$ cat src/rtl/riscv_v_rf_fwd_pipe.sv
// Vector RF write staging (ID..WB) with byte-granular forwarding into registered read sources.
// Optional feature macro: RISCV_V_RF_FWD_EN (forwarding muxes; otherwise stall on any in-flight match).
module riscv_v_rf_fwd_pipe #(
  parameter int unsigned DATA_WIDTH       = 128,
  parameter int unsigned ADDR_WIDTH       = 5,
  parameter int unsigned NUM_SRC          = 3,
  parameter int unsigned EXE_2_WB_LATENCY = 2
) (
  input  logic                            clk,
  input  logic                            rst,
  input  logic                            stall,
  input  logic                            flush,
  input  logic [ADDR_WIDTH-1:0]           rf_wr_addr_id,
  input  logic                            rf_wr_late_id,
  input  logic [DATA_WIDTH/8-1:0]         rf_wr_en_exe,
  input  logic [DATA_WIDTH-1:0]           rf_wr_data_exe,
  input  logic [DATA_WIDTH-1:0]           rf_wr_late_data_mem,
  output logic [ADDR_WIDTH-1:0]           rf_wr_addr_exe,
  output logic [ADDR_WIDTH-1:0]           rf_wr_addr_mem,
  output logic [ADDR_WIDTH-1:0]           rf_wr_addr_wb,
  output logic [DATA_WIDTH/8-1:0]         rf_wr_en_mem,
  output logic [DATA_WIDTH/8-1:0]         rf_wr_en_wb,
  output logic [DATA_WIDTH-1:0]           rf_wr_data_mem,
  output logic [DATA_WIDTH-1:0]           rf_wr_data_wb,
  input  logic [NUM_SRC*ADDR_WIDTH-1:0]   rf_rd_addr_id,
  input  logic [NUM_SRC-1:0]              rf_rd_vld_id,
  input  logic [NUM_SRC*DATA_WIDTH-1:0]   rf_rd_data_id,
  output logic [NUM_SRC*DATA_WIDTH-1:0]   rf_rd_data_exe,
  output logic                            hazard_stall
);

  localparam int unsigned NB = DATA_WIDTH / 8;
  localparam int unsigned D  = EXE_2_WB_LATENCY;

  logic [ADDR_WIDTH-1:0]         addr_exe_q;
  logic                          late_exe_q;
  logic                          late_mem_q;
  logic [ADDR_WIDTH-1:0]         addr_q [1:D];
  logic [NB-1:0]                 en_q   [1:D];
  logic [DATA_WIDTH-1:0]         data_q [1:D];
  logic [DATA_WIDTH-1:0]         wr_data_stg [1:D];
  logic [NUM_SRC*DATA_WIDTH-1:0] rd_data_q;
  logic [NUM_SRC*DATA_WIDTH-1:0] rd_data_d;
  logic                          hazard;

  // Stage-1 data already reflects the late (load) result; later stages capture the substituted value.
  always_comb begin
    for (int unsigned s = 1; s <= D; s++) begin
      wr_data_stg[s] = data_q[s];
    end
    if (late_mem_q) begin
      wr_data_stg[1] = rf_wr_late_data_mem;
    end
  end

`ifdef RISCV_V_RF_FWD_EN
  // Walk oldest stage first so younger writes overwrite older ones per byte; EXE wins last.
  always_comb begin
    rd_data_d = rf_rd_data_id;
    for (int unsigned i = 0; i < NUM_SRC; i++) begin
      for (int unsigned b = 0; b < NB; b++) begin
        for (int unsigned k = 0; k < D; k++) begin
          if (addr_q[D-k] == rf_rd_addr_id[i*ADDR_WIDTH +: ADDR_WIDTH] && en_q[D-k][b]) begin
            rd_data_d[i*DATA_WIDTH + b*8 +: 8] = wr_data_stg[D-k][b*8 +: 8];
          end
        end
        if (addr_exe_q == rf_rd_addr_id[i*ADDR_WIDTH +: ADDR_WIDTH] && rf_wr_en_exe[b] && !late_exe_q) begin
          rd_data_d[i*DATA_WIDTH + b*8 +: 8] = rf_wr_data_exe[b*8 +: 8];
        end
      end
    end
  end

  always_comb begin
    hazard = 1'b0;
    for (int unsigned i = 0; i < NUM_SRC; i++) begin
      if (rf_rd_vld_id[i] && late_exe_q && (|rf_wr_en_exe) &&
          rf_rd_addr_id[i*ADDR_WIDTH +: ADDR_WIDTH] == addr_exe_q) begin
        hazard = 1'b1;
      end
    end
  end
`else
  assign rd_data_d = rf_rd_data_id;

  always_comb begin
    hazard = 1'b0;
    for (int unsigned i = 0; i < NUM_SRC; i++) begin
      if (rf_rd_vld_id[i]) begin
        if ((|rf_wr_en_exe) && rf_rd_addr_id[i*ADDR_WIDTH +: ADDR_WIDTH] == addr_exe_q) begin
          hazard = 1'b1;
        end
        for (int unsigned s = 1; s <= D; s++) begin
          if ((|en_q[s]) && rf_rd_addr_id[i*ADDR_WIDTH +: ADDR_WIDTH] == addr_q[s]) begin
            hazard = 1'b1;
          end
        end
      end
    end
  end
`endif

  always_ff @(posedge clk or negedge rst) begin
    if (!rst) begin
      addr_exe_q <= '0;
      late_exe_q <= 1'b0;
      late_mem_q <= 1'b0;
      rd_data_q  <= '0;
      for (int unsigned s = 1; s <= D; s++) begin
        addr_q[s] <= '0;
        en_q[s]   <= '0;
        data_q[s] <= '0;
      end
    end else begin
      if (!stall) begin
        addr_exe_q <= rf_wr_addr_id;
        addr_q[1]  <= addr_exe_q;
        data_q[1]  <= rf_wr_data_exe;
        late_mem_q <= late_exe_q;
        rd_data_q  <= rd_data_d;
        for (int unsigned s = 2; s <= D; s++) begin
          addr_q[s] <= addr_q[s-1];
          data_q[s] <= wr_data_stg[s-1];
        end
      end
      // Flush squashes enables even while stalled; everything else follows stall.
      if (flush) begin
        late_exe_q <= 1'b0;
        for (int unsigned s = 1; s <= D; s++) begin
          en_q[s] <= '0;
        end
      end else if (!stall) begin
        late_exe_q <= rf_wr_late_id;
        en_q[1]    <= rf_wr_en_exe;
        for (int unsigned s = 2; s <= D; s++) begin
          en_q[s] <= en_q[s-1];
        end
      end
    end
  end

  assign rf_wr_addr_exe = addr_exe_q;
  assign rf_wr_addr_mem = addr_q[1];
  assign rf_wr_addr_wb  = addr_q[D];
  assign rf_wr_en_mem   = en_q[1];
  assign rf_wr_en_wb    = en_q[D];
  assign rf_wr_data_mem = wr_data_stg[1];
  assign rf_wr_data_wb  = wr_data_stg[D];
  assign rf_rd_data_exe = rd_data_q;
  assign hazard_stall   = rst & hazard;

endmodule

$ cat config.mk
export PLATFORM = sky130hd
export DESIGN_NAME = riscv_v_rf_fwd_pipe
export DESIGN_NICKNAME = d
export VERILOG_FILES = /design/src/rtl/riscv_v_rf_fwd_pipe.sv
export SDC_FILE = /design/constraint.sdc
export NUM_CORES = 1
export LEC_CHECK = 0
export ABC_AREA = 1
export BUFFER_PORTS_ARGS = -buffer_cell sky130_fd_sc_hd__buf_2
export CAP_MARGIN = 20
export CORE_AREA = 2 2 541 543
export CTS_BUF_LIST = sky130_fd_sc_hd__clkbuf_8 sky130_fd_sc_hd__clkbuf_16
export DETAILED_ROUTE_END_ITERATION = 6
export DIE_AREA = 0 0 543 545
export PLACE_DENSITY = 0.33
export SETUP_SLACK_MARGIN = 0.2
export SLEW_MARGIN = 20
export SYNTH_ARGS = -nofsm -noshare
export SYNTH_HDL_FRONTEND = slang
export SYNTH_SLANG_ARGS = --single-unit
$ cat constraint.sdc
create_clock -name clk -period 1.6 [get_ports clk]
set_clock_uncertainty 0.2 [all_clocks]
set_input_delay 0.48 -clock clk [delete_from_list [all_inputs] [get_ports clk]]
set_output_delay 0.48 -clock clk [all_outputs]
set_load 0.01 [all_outputs]
After elaboration in Yosys (flattened, before gate mapping)
Cells that the tools add are included.
{"block": "totals", "regBits": 689, "elab_cells": 50, "output_inout_bits": 688}
{"block": "classes", "eq_ne": 10, "n_bitwise": 1, "n_reduce_logical": 12, "mux": 17}
{"op": "$mux W128", "n": 1}
{"op": "$mux W32", "n": 2}
{"op": "$reduce_or A16 Y1", "n": 3}
{"op": "$eq A5 B5 Y1", "n": 9}
{"op": "$mux W1", "n": 14}
{"op": "$logic_and A1 B1 Y1", "n": 9}
{"op": "$ne A2 B1 Y1 const B", "n": 1}
{"op": "$and A1 B1 Y1", "n": 1}

Logic depth before layout (Yosys ltp)
Gate-level depths: netlist (run 1).
{"block": "depth", "depth_word": 15, "ltp_mapped": 12}

Worst setup path after synthesis (run 1)
No wires, ideal clock.
{"block": "synth_timing", "kind": "input to output", "from": "input rf_rd_addr_id[7]", "to": "output hazard_stall", "n_path_buf": 0, "path_slack_ns": -0.272, "arrival_ns": 1.192, "t_required_ns": 0.920, "path_stages": 9, "path_cell_list": "inv_1 -> nor2_1 -> nor3_1 -> nand3_1 -> nand2_1 -> nand2_1 -> nand3_1 -> nor2_1 -> nor2_1"}
{"block": "synth_via", "elab_chain_len": 11, "elab_cells_between_ends": 15}
{"element": "from (decl)", "line": "25", "text": "input logic [NUM_SRC*ADDR_WIDTH-1:0] rf_rd_addr_id,"}
{"element": "$eq A5 B5 Y1", "line": "90", "text": "if ((|rf_wr_en_exe) && rf_rd_addr_id[i*ADDR_WIDTH +: ADDR_WIDTH] == addr_exe_q) begin"}
{"element": "$logic_and A1 B1 Y1", "line": "90"}
{"element": "$mux W1", "line": "90"}
{"element": "$mux W1", "line": "94", "text": "if ((|en_q[s]) && rf_rd_addr_id[i*ADDR_WIDTH +: ADDR_WIDTH] == addr_q[s]) begin"}
{"element": "$mux W1 *", "line": "94"}
{"element": "$mux W1 *", "line": "89", "text": "if (rf_rd_vld_id[i]) begin"}
{"element": "$mux W1", "line": "90"}
{"element": "$mux W1 (2 in series)", "line": "94"}
{"element": "$mux W1 *", "line": "89"}
{"element": "$and A1 B1 Y1 *", "line": "150", "text": "assign hazard_stall = rst & hazard;"}
{"element": "to (decl)", "line": "29", "text": "output logic hazard_stall"}
Every way passes the cells marked *; elsewhere a longest branch is shown, timed or not.

Final worst setup path (run 1)
{"block": "layout_timing", "from": "register late_mem_q", "to": "output rf_wr_data_mem[22]"}
{"block": "layout_via", "elab_chain_len": 1}
{"element": "from (decl)", "line": "37", "text": "logic late_mem_q;"}
{"element": "from (signal assigned)", "line": "119", "text": "late_mem_q <= late_exe_q;"}
{"element": "$mux W128", "line": "51", "text": "if (late_mem_q) begin"}
{"element": "to (decl)", "line": "23", "text": "output logic [DATA_WIDTH-1:0] rf_wr_data_mem,"}
Every way passes these cells.

==> results.sh, run 1 <==
export IMPL_numCtsBuffers=101
export IMPL_crit_buf_inv=5
export IMPL_seqPwrFrac_pct=34.2
export IMPL_r2r_start="late_mem_q$_DFFE_PN0N_"
export IMPL_antenna_found_initial=160
export IMPL_num_rows=198
export IMPL_ys_seq_area_share_pct=58.2
export IMPL_area_delta_synth_final_pct=97.7
export IMPL_grt_overflow=0
export IMPL_post_drt_via_cell_ratio=3.31
export IMPL_fillers=32500
export IMPL_power_density_mw_per_mm2=1010
export IMPL_drive_gt1_share_pct=40.9
export IMPL_min_delay_start="rf_wr_late_data_mem[41]"
export IMPL_synth_top_family_by_area="simple AND/OR/NAND/NOR gates"
export IMPL_fin_cells=9811
export IMPL_ctsRootBufferMaster="clkbuf_16"
export IMPL_dpl_worst_slack_ns=-0.959
export IMPL_fin_crit_ns=2.90
export IMPL_cp_top_family="buffers and inverters"
export IMPL_crit_chain="buf_12 -> clkbuf_16 -> clkbuf_16 -> o21ai_4 -> buf_6 -> buf_6"
export IMPL_rsz0062_at_grt="yes"
export IMPL_first_iter_violations=1980
export IMPL_finalCritPeriodShare_pct=182
export IMPL_whs_ns=-0.205
export IMPL_drc_errors=0
export IMPL_clk_latency_ns=0.76
export IMPL_p_comb_share_pct=25.7
export IMPL_path_class="register to output pin"
export IMPL_syn_area_mm2=0.0296
export IMPL_finalWorstSetupSlack_ns=-1.30
export IMPL_dpl_cell_area_mm2=0.0431
export IMPL_p_int_uw=41200
export IMPL_wl_mm=212
export IMPL_crit_start="late_mem_q$_DFFE_PN0N_"
export IMPL_dr_pass1_iters=5
export IMPL_p_clk_share_pct=40.1
export IMPL_avgSynthCellArea_um2=8.43
export IMPL_die_area_mm2=0.296
export IMPL_swShare_pct=30.6
export IMPL_synth_xor_area_share_pct=0.473
export IMPL_ant_nets=0
export IMPL_fmax_mhz=344
export IMPL_p_switching_uw=18100
export IMPL_violations="hold timing, setup timing"
export IMPL_place_inst=8804
export IMPL_synthMuxAreaShare_pct=0
export IMPL_hold_violations=102
export IMPL_io_pins=1372
export IMPL_postSynthCellCount=3515
export IMPL_synth_nets=4199
export IMPL_slew_headroom_pct=58.5
export IMPL_dp_hpwl_mm=174
export IMPL_crit_arrival_ns=2.22
export IMPL_synth_compound_area_share_pct=6.73
export IMPL_slowest_delay_ns=0.54
export IMPL_cp_end_kind="output pin"
export IMPL_place_congestion=0.900
export IMPL_clockBufferDepth=4
export IMPL_wire_per_inst_um=21.6
export IMPL_critPathLaunchType="register"
export IMPL_worst_pin_slew_ns=0.620
export IMPL_ys_ff_latch=689
export IMPL_ctsHtreeMaxLevel=3
export IMPL_coreArea_mm2=0.290
export IMPL_grt_max_degree=56
export IMPL_cts_reportedPaths_clkPinSlew_ns=0.06
export IMPL_yosysWarnings=0
export IMPL_clock_sinks=689
export IMPL_finish_net_count=6466
export IMPL_maxCapViolCount=0
export IMPL_crit_fanout=5
export IMPL_dieHeight_um=545
export IMPL_outcome="finished, violations left"
export IMPL_num_vias=32400
export IMPL_grt_pass1_wl_mm=279
export IMPL_die_x_um=543
export IMPL_portBuffers=1371
export IMPL_synth_cell_type_count=23
export IMPL_grt_pass1_vias=33700
export IMPL_vdd_drop_max_mv=0.607
export IMPL_cts_tree="yes"
export IMPL_hold_class="input pin to register"
export IMPL_grt_use_total_pct=13.6
export IMPL_slowest_stage="dfrtp_4"
export IMPL_slew_violations=0
export IMPL_postLayoutCellArea_mm2=0.0586
export IMPL_leakage_uw=0.0296
export IMPL_setup_viol=1364
export IMPL_final_util_pct=20.2
export IMPL_synth_fa_ha_area_share_pct=0
export IMPL_synth_simple_area_share_pct=25.7
export IMPL_critPathRequiredTime_ns=0.92
export IMPL_initial_core_util_pct=10.2
-- cell usage after synthesis --
cell / number / share of area [%]
clkbuf_1: 33 / 0.42
buf_2: 118 / 2.0
nand4_1: 4 / 0.084
nor2_1: 61 / 0.77
xnor2_1: 13 / 0.38
o31ai_1: 2 / 0.051
buf_6: 14 / 0.53
nor3_1: 3 / 0.051
clkbuf_2: 12 / 0.20
o21ai_2: 119 / 3.5
buf_4: 131 / 3.3
buf_8: 1 / 0.051
a21oi_1: 1 / 0.017
xor2_1: 3 / 0.089
o21ai_0: 185 / 3.1
dfrtp_1: 689 / 58
buf_12: 2 / 0.14
buf_1: 1 / 0.013
o21ai_1: 1 / 0.017
nand2_1: 1901 / 24
inv_1: 178 / 2.3
nand3_1: 42 / 0.71
clkinv_2: 1 / 0.017
-- per-layer routing --
| layer | share of wire (%) | vias up | track usage [%] |
|---|---|---|---|
| met5 | 0.18 | - | 0 |
| met4 | 3.0 | 58 | 4.25 |
| met1 | 41 | 15300 | 16.5 |
| li1 | - | 15300 | - |
| met2 | 45 | 1444 | 21.8 |
| met3 | 11 | 333 | 5.33 |
-- kinds of logic (layout without fill, tap and decap cells) --
logic type,Yosys count,after routing
AOI/OAI and AO/OA,308,308
xor gates and xnor gates,16,16
buffers and inverters,491,2834
DFF,689,689
other,0,53
and+or+nand+nor,2011,2011
-- power by group through the flow --
stage	registers (uW)	logic [uW]	clock network, uW
after detailed placement	20300	11000	0
after floorplan	20600	4460	0
final	20200	15300	23800
after global placement	20300	11000	0
after global routing	20400	16500	25300
after CTS	20200	14600	24700
-- state kept, by name, summed over array words and instances (netlist names) --
signal / count
data_q: 128
late_exe_q: 1
late_mem_q: 1
rf_rd_data_exe: 384
rf_wr_addr_exe: 5
rf_wr_addr_mem: 5
rf_wr_addr_wb: 5
rf_wr_data_wb: 128
rf_wr_en_mem: 16
rf_wr_en_wb: 16
-- metrics by stage --
step	TNS [ns]	power (uW)
floorplan	-9.46	25100
global placement	-135.20	31300
detailed placement	-141.65	31300
CTS	-687.79	59500
global route	-698.68	62100
finish	-607.22	59300
-- cells in the final DEF, fill, tap and decap left out, types with 104 or more instances in the layout --
master	count
dlygate4sd3_1	539
o21ai_0	175
nand2_1	1767
dfrtp_1	673
buf_6	504
buf_2	916
buf_4	419
o21ai_4	104
clkbuf_16	115
inv_1	196
-- timing repair --
item                                   in CTS  in global routing
cloned                                      7                 15
setup endpoints to repair                 816               1377
pin swaps                                  36                 59
endpoints found under the hold margin    1251                111
setup buffers                             163                 51
hold buffers                              538                  2
gates resized for setup                   825                236
-- worst min-delay path, cell delays in order --
cell and delay, ns:
buf_2 0.09, nand2_2 0.05, o21ai_2 0.06, nand2_1 0.06
nand2_1 0.05
-- worst paths after layout --
path                                                   endpoint  slack, ns  cells past startpoint
worst max-delay path                         rf_wr_data_mem[22]      -1.30                      6
worst min-delay path              rf_wr_data_wb[41]$_DFFE_PN0N_      -0.21                      5
worst max register to register    rf_wr_data_wb[83]$_DFFE_PN0N_      -0.38                      9
worst min register to register  rf_rd_data_exe[171]$_DFFE_PN0N_       0.27                      2
max in group asynchronous       rf_rd_data_exe[138]$_DFFE_PN0N_       0.33                      6
min in group asynchronous       rf_rd_data_exe[343]$_DFFE_PN0N_       0.20                      4
-- final cells by class --
cell class                      instances  area (um^2)  area share, %
Inverter                              179          698           1.19
Clock buffer                          119         2790           4.76
Tap cell                             3900         4880           8.33
Sequential cell                       689        17300           29.5
Clock inverter                         60          654           1.12
Timing Repair Buffer                 2476        20900           35.7
Antenna cell                           53          133          0.226
Multi-Input combinational cell       2335        11300           19.2
(Power assumes the default switching activity.)
==> run 2, diff against run 1 <==
Settings changed: TNS_END_PERCENT from default to 5.
==> run 2 against run 1 <==
The flow still finishes with violations (hold timing, setup timing). Cell count is 0.91% lower. Fmax is 4.2% lower. First-iteration DRC count is 11% lower. Critical path type unchanged. Largest cell class unchanged.
==> results.sh, run 2 (synthesis results as in run 1) <==
export IMPL_place_congestion=0.902
export IMPL_finish_net_count=6379
export IMPL_crit_arrival_ns=2.35
export IMPL_fin_cells=9722
export IMPL_post_drt_via_cell_ratio=3.28
export IMPL_critPathLaunchType="register"
export IMPL_grt_pass1_vias=33100
export IMPL_fillers=32700
export IMPL_initial_core_util_pct=10.2
export IMPL_dieHeight_um=545
export IMPL_antenna_found_initial=97
export IMPL_path_class="register to output pin"
export IMPL_drc_errors=0
export IMPL_slowest_stage="dfrtp_4"
export IMPL_clk_latency_ns=0.83
export IMPL_grt_overflow=0
export IMPL_portBuffers=1371
export IMPL_path_common_cell="buf_12"
export IMPL_crit_fanout=8
export IMPL_violations="hold timing, setup timing"
export IMPL_worstSetupEndpoint="rf_wr_data_mem[101]"
export IMPL_multi_input_area_mm2=0.0110
export IMPL_largest_reg_flops=384
export IMPL_outcome="finished, violations left"
export IMPL_slew_violations=0
export IMPL_cp_end_kind="output pin"
export IMPL_final_common_cell="nand2_1"
export IMPL_fin_crit_ns=3.03
export IMPL_dp_hpwl_mm=165
export IMPL_die_x_um=543
export IMPL_area_delta_synth_final_pct=91.5
export IMPL_r2r_start="late_mem_q$_DFFE_PN0N_"
export IMPL_ctsHtreeMaxLevel=3
export IMPL_setup_viol=872
export IMPL_num_rows=198
export IMPL_r2r_end="rf_wr_data_wb[98]$_DFFE_PN0N_"
export IMPL_p_int_uw=38600
export IMPL_grt_pass1_wl_mm=266
export IMPL_cts_reportedPaths_clkPinSlew_ns=0.06
export IMPL_min_delay_start="rf_wr_late_data_mem[62]"
export IMPL_leakage_uw=0.0286
export IMPL_p_clk_share_pct=38.3
export IMPL_vdd_drop_max_mv=0.663
export IMPL_final_cell_mix="nand2_1, buf_2, dfrtp_1"
export IMPL_finalWorstSetupSlack_ns=-1.43
export IMPL_fmax_mhz=330
export IMPL_maxCapViolCount=0
export IMPL_crit_start="late_mem_q$_DFFE_PN0N_"
export IMPL_cts_tree="yes"
export IMPL_crit_chain="buf_12 -> buf_16 -> buf_12 -> buf_16 -> nand2_4 -> o21ai_4 -> buf_12 -> buf_6"
export IMPL_grt_use_total_pct=12.9
export IMPL_p_switching_uw=17700
export IMPL_reg2regPathDepth=11
export IMPL_rsz0062_at_grt="yes"
export IMPL_dpl_worst_slack_ns=-1.11
export IMPL_num_vias=31900
export IMPL_wl_mm=201
export IMPL_hold_class="input pin to register"
export IMPL_grt_max_degree=57
export IMPL_p_comb_share_pct=25.8
export IMPL_slowest_delay_ns=0.51
export IMPL_numCtsBuffers=96
export IMPL_ctsRootBufferMaster="clkbuf_16"
export IMPL_hold_violations=76
export IMPL_seqPwrFrac_pct=35.9
export IMPL_cts_hold_buf=564
export IMPL_first_iter_violations=1761
export IMPL_ant_nets=0
export IMPL_coreArea_mm2=0.290
export IMPL_seqCellArea_mm2=0.0173
export IMPL_clock_sinks=689
export IMPL_power_density_mw_per_mm2=992
export IMPL_wire_per_inst_um=20.6
export IMPL_swShare_pct=31.5
export IMPL_dr_pass1_iters=6
export IMPL_critPathRequiredTime_ns=0.92
export IMPL_worst_pin_slew_ns=0.625
export IMPL_place_inst=8856
export IMPL_die_area_mm2=0.296
export IMPL_finalCritPeriodShare_pct=190
export IMPL_clockBufferDepth=4
export IMPL_r2r_slack_ns=-0.49
export IMPL_io_pins=1372
export IMPL_slew_headroom_pct=58.3
export IMPL_drive_gt1_share_pct=38.9
export IMPL_whs_ns=-0.209
## run 2: cell count changes in the layout (fill, tap and decap cells not counted), moves of 8 or more
cell | previous run | this run
buf_4 | 419 | 303
buf_6 | 504 | 365
diode_2 | 53 | 61
clkbuf_16 | 115 | 104
inv_2 | 9 | 1
clkbuf_8 | 17 | 26
buf_2 | 916 | 1041
buf_8 | 6 | 21
nand2_4 | 56 | 29
dlygate4sd3_1 | 539 | 561
bufinv_16 | 14 | 3
buf_12 | 67 | 82
nand2_1 | 1767 | 1801
## run 2: per-layer routing
metal	vias up	part of all wire, %	GRT usage [%]	wire length, um
met5	-	0.082	0	164
met4	28	3.8	4.68	7690
met3	300	9.1	4.84	18300
met2	1329	47	21.7	95300
met1	15200	39	14.8	79200
li1	15000	-	-	-
## run 2: power groups by stage
| stage | clock network (uW) | registers (uW) | logic [uW] |
|---|---|---|---|
| 4_1_cts | 22500 | 20200 | 13600 |
| 6_report | 21600 | 20200 | 14500 |
| 3_3_place_gp | 0 | 20400 | 11300 |
| 3_5_place_dp | 0 | 20400 | 11300 |
| 5_1_grt | 23100 | 20400 | 15700 |
| 2_1_floorplan | 0 | 20600 | 4180 |
## run 2: cell type report
type / instances / share of cell area [%]
inverters: 179 / 1.21
repair buffers: 2394 / 34.7
flip-flops and latches: 689 / 30.4
multi-input cells: 2335 / 19.3
clock inverters: 42 / 0.611
diodes: 61 / 0.269
well taps: 3900 / 8.60
clock buffers: 122 / 4.86
## run 2: what timing repair did
item / 4_1_cts / 5_1_grt
setup buffers: 11 / 52
gates cloned: 6 / 8
setup endpoints to repair: 815 / 1538
pin swaps: 17 / 75
hold endpoints to repair: 1126 / 91
resized for setup: 470 / 367
## run 2: worst min-delay path by stage
stage | to | slack [ns] | depth (start not counted)
after detailed placement | rf_rd_data_exe[181]$_DFFE_PN0N_ | 0.26 | 2
after global routing | rf_wr_data_wb[20]$_DFFE_PN0N_ | -0.24 | 5
after global placement | rf_rd_data_exe[39]$_DFFE_PN0N_ | 0.26 | 2
final | rf_wr_data_wb[62]$_DFFE_PN0N_ | -0.21 | 5
after CTS | rf_wr_data_wb[62]$_DFFE_PN0N_ | -0.31 | 5
after floorplan | data_q[128]$_DFFE_PN0N_ | -0.02 | 0
## run 2: worst max-delay path, delay by kind of cell (launching register included)
kind | cells | cell delay [ns]
flip-flops | 1 | 0.51
AND/OR/NAND/NOR | 1 | 0.06
AO/OA/AOI/OAI | 1 | 0.07
buffers and inverters | 6 | 0.85
## run 2: per-stage QoR
stage / instance area (um^2) / utilization (%) / setup TNS, ns / total power [uW]
global route: 56700 / 19.5 / -509.06 / 59300
global placement: 43500 / 15.0 / -130.84 / 31700
detailed placement: 43500 / 15.0 / -134.90 / 31700
CTS: 54200 / 18.7 / -551.83 / 56400
floorplan: 29900 / - / -7.13 / 24800
finish: 56800 / 19.6 / -433.96 / 56300
==> run 3, diff against run 2 <==
Settings changed: ABC_CLOCK_PERIOD_IN_PS from default to 1600, PLACE_DENSITY 0.33 to default.
==> run 3 against run 2 <==
The run ends with DRC, hold timing, setup timing left. Worst setup slack improved by 0.080 ns. Global-route usage increased by 0.45 points. Clock power decreased by 9.3%. Die area unchanged. Sequential cell count unchanged. Combinational power increased by 3%. First-iteration DRC count increased by 36%. Sequential share of layout area increased by 0.27 points. Utilization decreased by 0.18 points. Via count increased by 2.5%. Sequential power about the same. Critical path type unchanged. Critical endpoint is now hazard_stall. Highest routed layer unchanged.
==> results.sh, run 3 (synthesis results as in run 1) <==
export IMPL_hold_violations=70
export IMPL_cp_end_kind="output pin"
export IMPL_drc_errors=4
export IMPL_rsz0062_at_grt="yes"
export IMPL_first_iter_violations=2399
export IMPL_finish_net_count=6291
export IMPL_whs_ns=-0.189
export IMPL_slew_violations=0
export IMPL_path_class="register to output pin"
export IMPL_wl_mm=209
export IMPL_dpl_worst_slack_ns=-0.840
export IMPL_clk_latency_ns=0.79
export IMPL_largest_reg_flops=384
export IMPL_num_rows=198
export IMPL_crit_fanout=6
export IMPL_numCtsBuffers=86
export IMPL_critPathRequiredTime_ns=0.92
export IMPL_crit_arrival_ns=2.27
export IMPL_num_vias=32700
export IMPL_maxCapViolCount=0
export IMPL_outcome="finished, violations left"
export IMPL_violations="DRC, hold timing, setup timing"
export IMPL_crit_chain="xor2_1 -> nor2_1 -> nand3_1 -> nand2_1 -> nand2_1 -> nand3_2 -> nor2_2 -> nor2_2 -> buf_2"
export IMPL_fin_crit_ns=2.95
export IMPL_clockBufferDepth=4
export IMPL_leakage_uw=0.0284
export IMPL_ctsRootBufferMaster="clkbuf_16"
export IMPL_place_congestion=0.963
export IMPL_power_density_mw_per_mm2=974
export IMPL_wire_per_inst_um=21.7
export IMPL_initial_core_util_pct=10.2
export IMPL_setup_viol=827
export IMPL_area_delta_synth_final_pct=89.8
export IMPL_fmax_mhz=339
export IMPL_dr_pass1_iters=7
export IMPL_clock_sinks=689
export IMPL_ctsHtreeMaxLevel=3
export IMPL_dp_hpwl_mm=171
export IMPL_cts_reportedPaths_clkPinSlew_ns=0.06
export IMPL_grt_max_degree=54
export IMPL_post_drt_via_cell_ratio=3.40
export IMPL_drive_gt1_share_pct=38.3
export IMPL_cts_tree="yes"
export IMPL_tns_ns=-394.51
export IMPL_final_common_cell="nand2_1"
export IMPL_coreArea_mm2=0.290
export IMPL_slowest_delay_ns=0.49
export IMPL_antenna_found_initial=157
export IMPL_slowest_stage="dfrtp_2"
export IMPL_worst_pin_slew_ns=0.500
export IMPL_io_pins=1372
export IMPL_grt_pass1_vias=32000
export IMPL_grt_use_total_pct=13.3
export IMPL_die_x_um=543
export IMPL_hold_class="input pin to register"
export IMPL_finalCritPeriodShare_pct=185
export IMPL_critPathLaunchType="register"
export IMPL_cts_hold_buf=543
export IMPL_dieHeight_um=545
export IMPL_final_cell_mix="nand2_1, buf_2, dfrtp_1"
export IMPL_ant_nets=0
export IMPL_grt_pass1_wl_mm=269
export IMPL_slew_headroom_pct=66.3
export IMPL_finalWorstSetupSlack_ns=-1.35
export IMPL_vdd_drop_max_mv=0.767
export IMPL_die_area_mm2=0.296
export IMPL_portBuffers=1371
export IMPL_grt_overflow=0
==> run 3: metrics by stage <==
step	utilization [%]	cells	total power, uW	hold WS [ns]	instance area (um^2)
3_3_place_gp	14.8	8779	31500	0.256	43000
5_1_grt	19.4	9593	57100	-0.204	56200
2_1_floorplan	-	3515	24800	-0.0156	29900
3_5_place_dp	14.8	8779	31600	0.259	43000
6_report	19.4	9629	54800	-0.189	56200
4_1_cts	18.6	9532	54400	-0.268	54000
==> run 3: area by class of cell <==
class / instances / area, um^2
multi-input cells: 2335 / 11100
flip-flops and latches: 689 / 17300
fillers: 31600 / 234000
clock buffers: 107 / 2440
well taps: 3900 / 4880
diodes: 64 / 160
inverters: 179 / 688
repair buffers: 2316 / 19400
clock inverters: 39 / 315
==> run 3: critical path, delay by kind of cell (launching register included) <==
kind	cells	cell delay [ns]
AND/OR/NAND/NOR	7	0.71
buffers and inverters	1	0.13
flip-flops	1	0.49
XOR/XNOR	1	0.17
==> run 3: final timing paths <==
| path | from | end | slack, ns | cells after the start |
|---|---|---|---|---|
| setup / recovery | rf_wr_addr_wb[4]$_DFFE_PN0N_ | hazard_stall | -1.35 | 9 |
| hold / removal | rf_wr_late_data_mem[26] | rf_wr_data_wb[26]$_DFFE_PN0N_ | -0.19 | 5 |
| setup reg to reg | late_mem_q$_DFFE_PN0N_ | rf_wr_data_wb[51]$_DFFE_PN0N_ | -1.19 | 19 |
| hold reg to reg | rf_rd_data_exe[227]$_DFFE_PN0N_ | rf_rd_data_exe[227]$_DFFE_PN0N_ | 0.27 | 2 |
| max in group asynchronous | rst | rf_wr_data_wb[104]$_DFFE_PN0N_ | -0.01 | 5 |
| min in group asynchronous | rst | rf_wr_en_wb[15]$_DFFE_PN0P_ | 0.50 | 4 |
==> run 3: power by group <==
part	switching, uW	internal (uW)	total [uW]	leakage, uW
combinational	7940	7010	15000	0.0185
clock	8340	11200	19600	0.00142
sequential	1150	19100	20300	0.00845
==> run 3: what timing repair did <==
action,CTS,global route
cloned,18,7
endpoints found under the hold margin,1144,82
buffers inserted,46,26
setup endpoints to repair,813,1151
pin swaps,57,35
gates resized for setup,494,325
==> run 3: per-layer routing <==
layer / GRT usage (%) / up-vias / wire [um] / part of all wire [%]
met2: 22.7 / 1883 / 99600 / 48
met3: 4.73 / 503 / 20600 / 9.9
met1: 14.6 / 15400 / 76600 / 37
met5: 0 / - / 333 / 0.16
met4: 6.71 / 52 / 12000 / 5.7
li1: - / 14900 / - / -
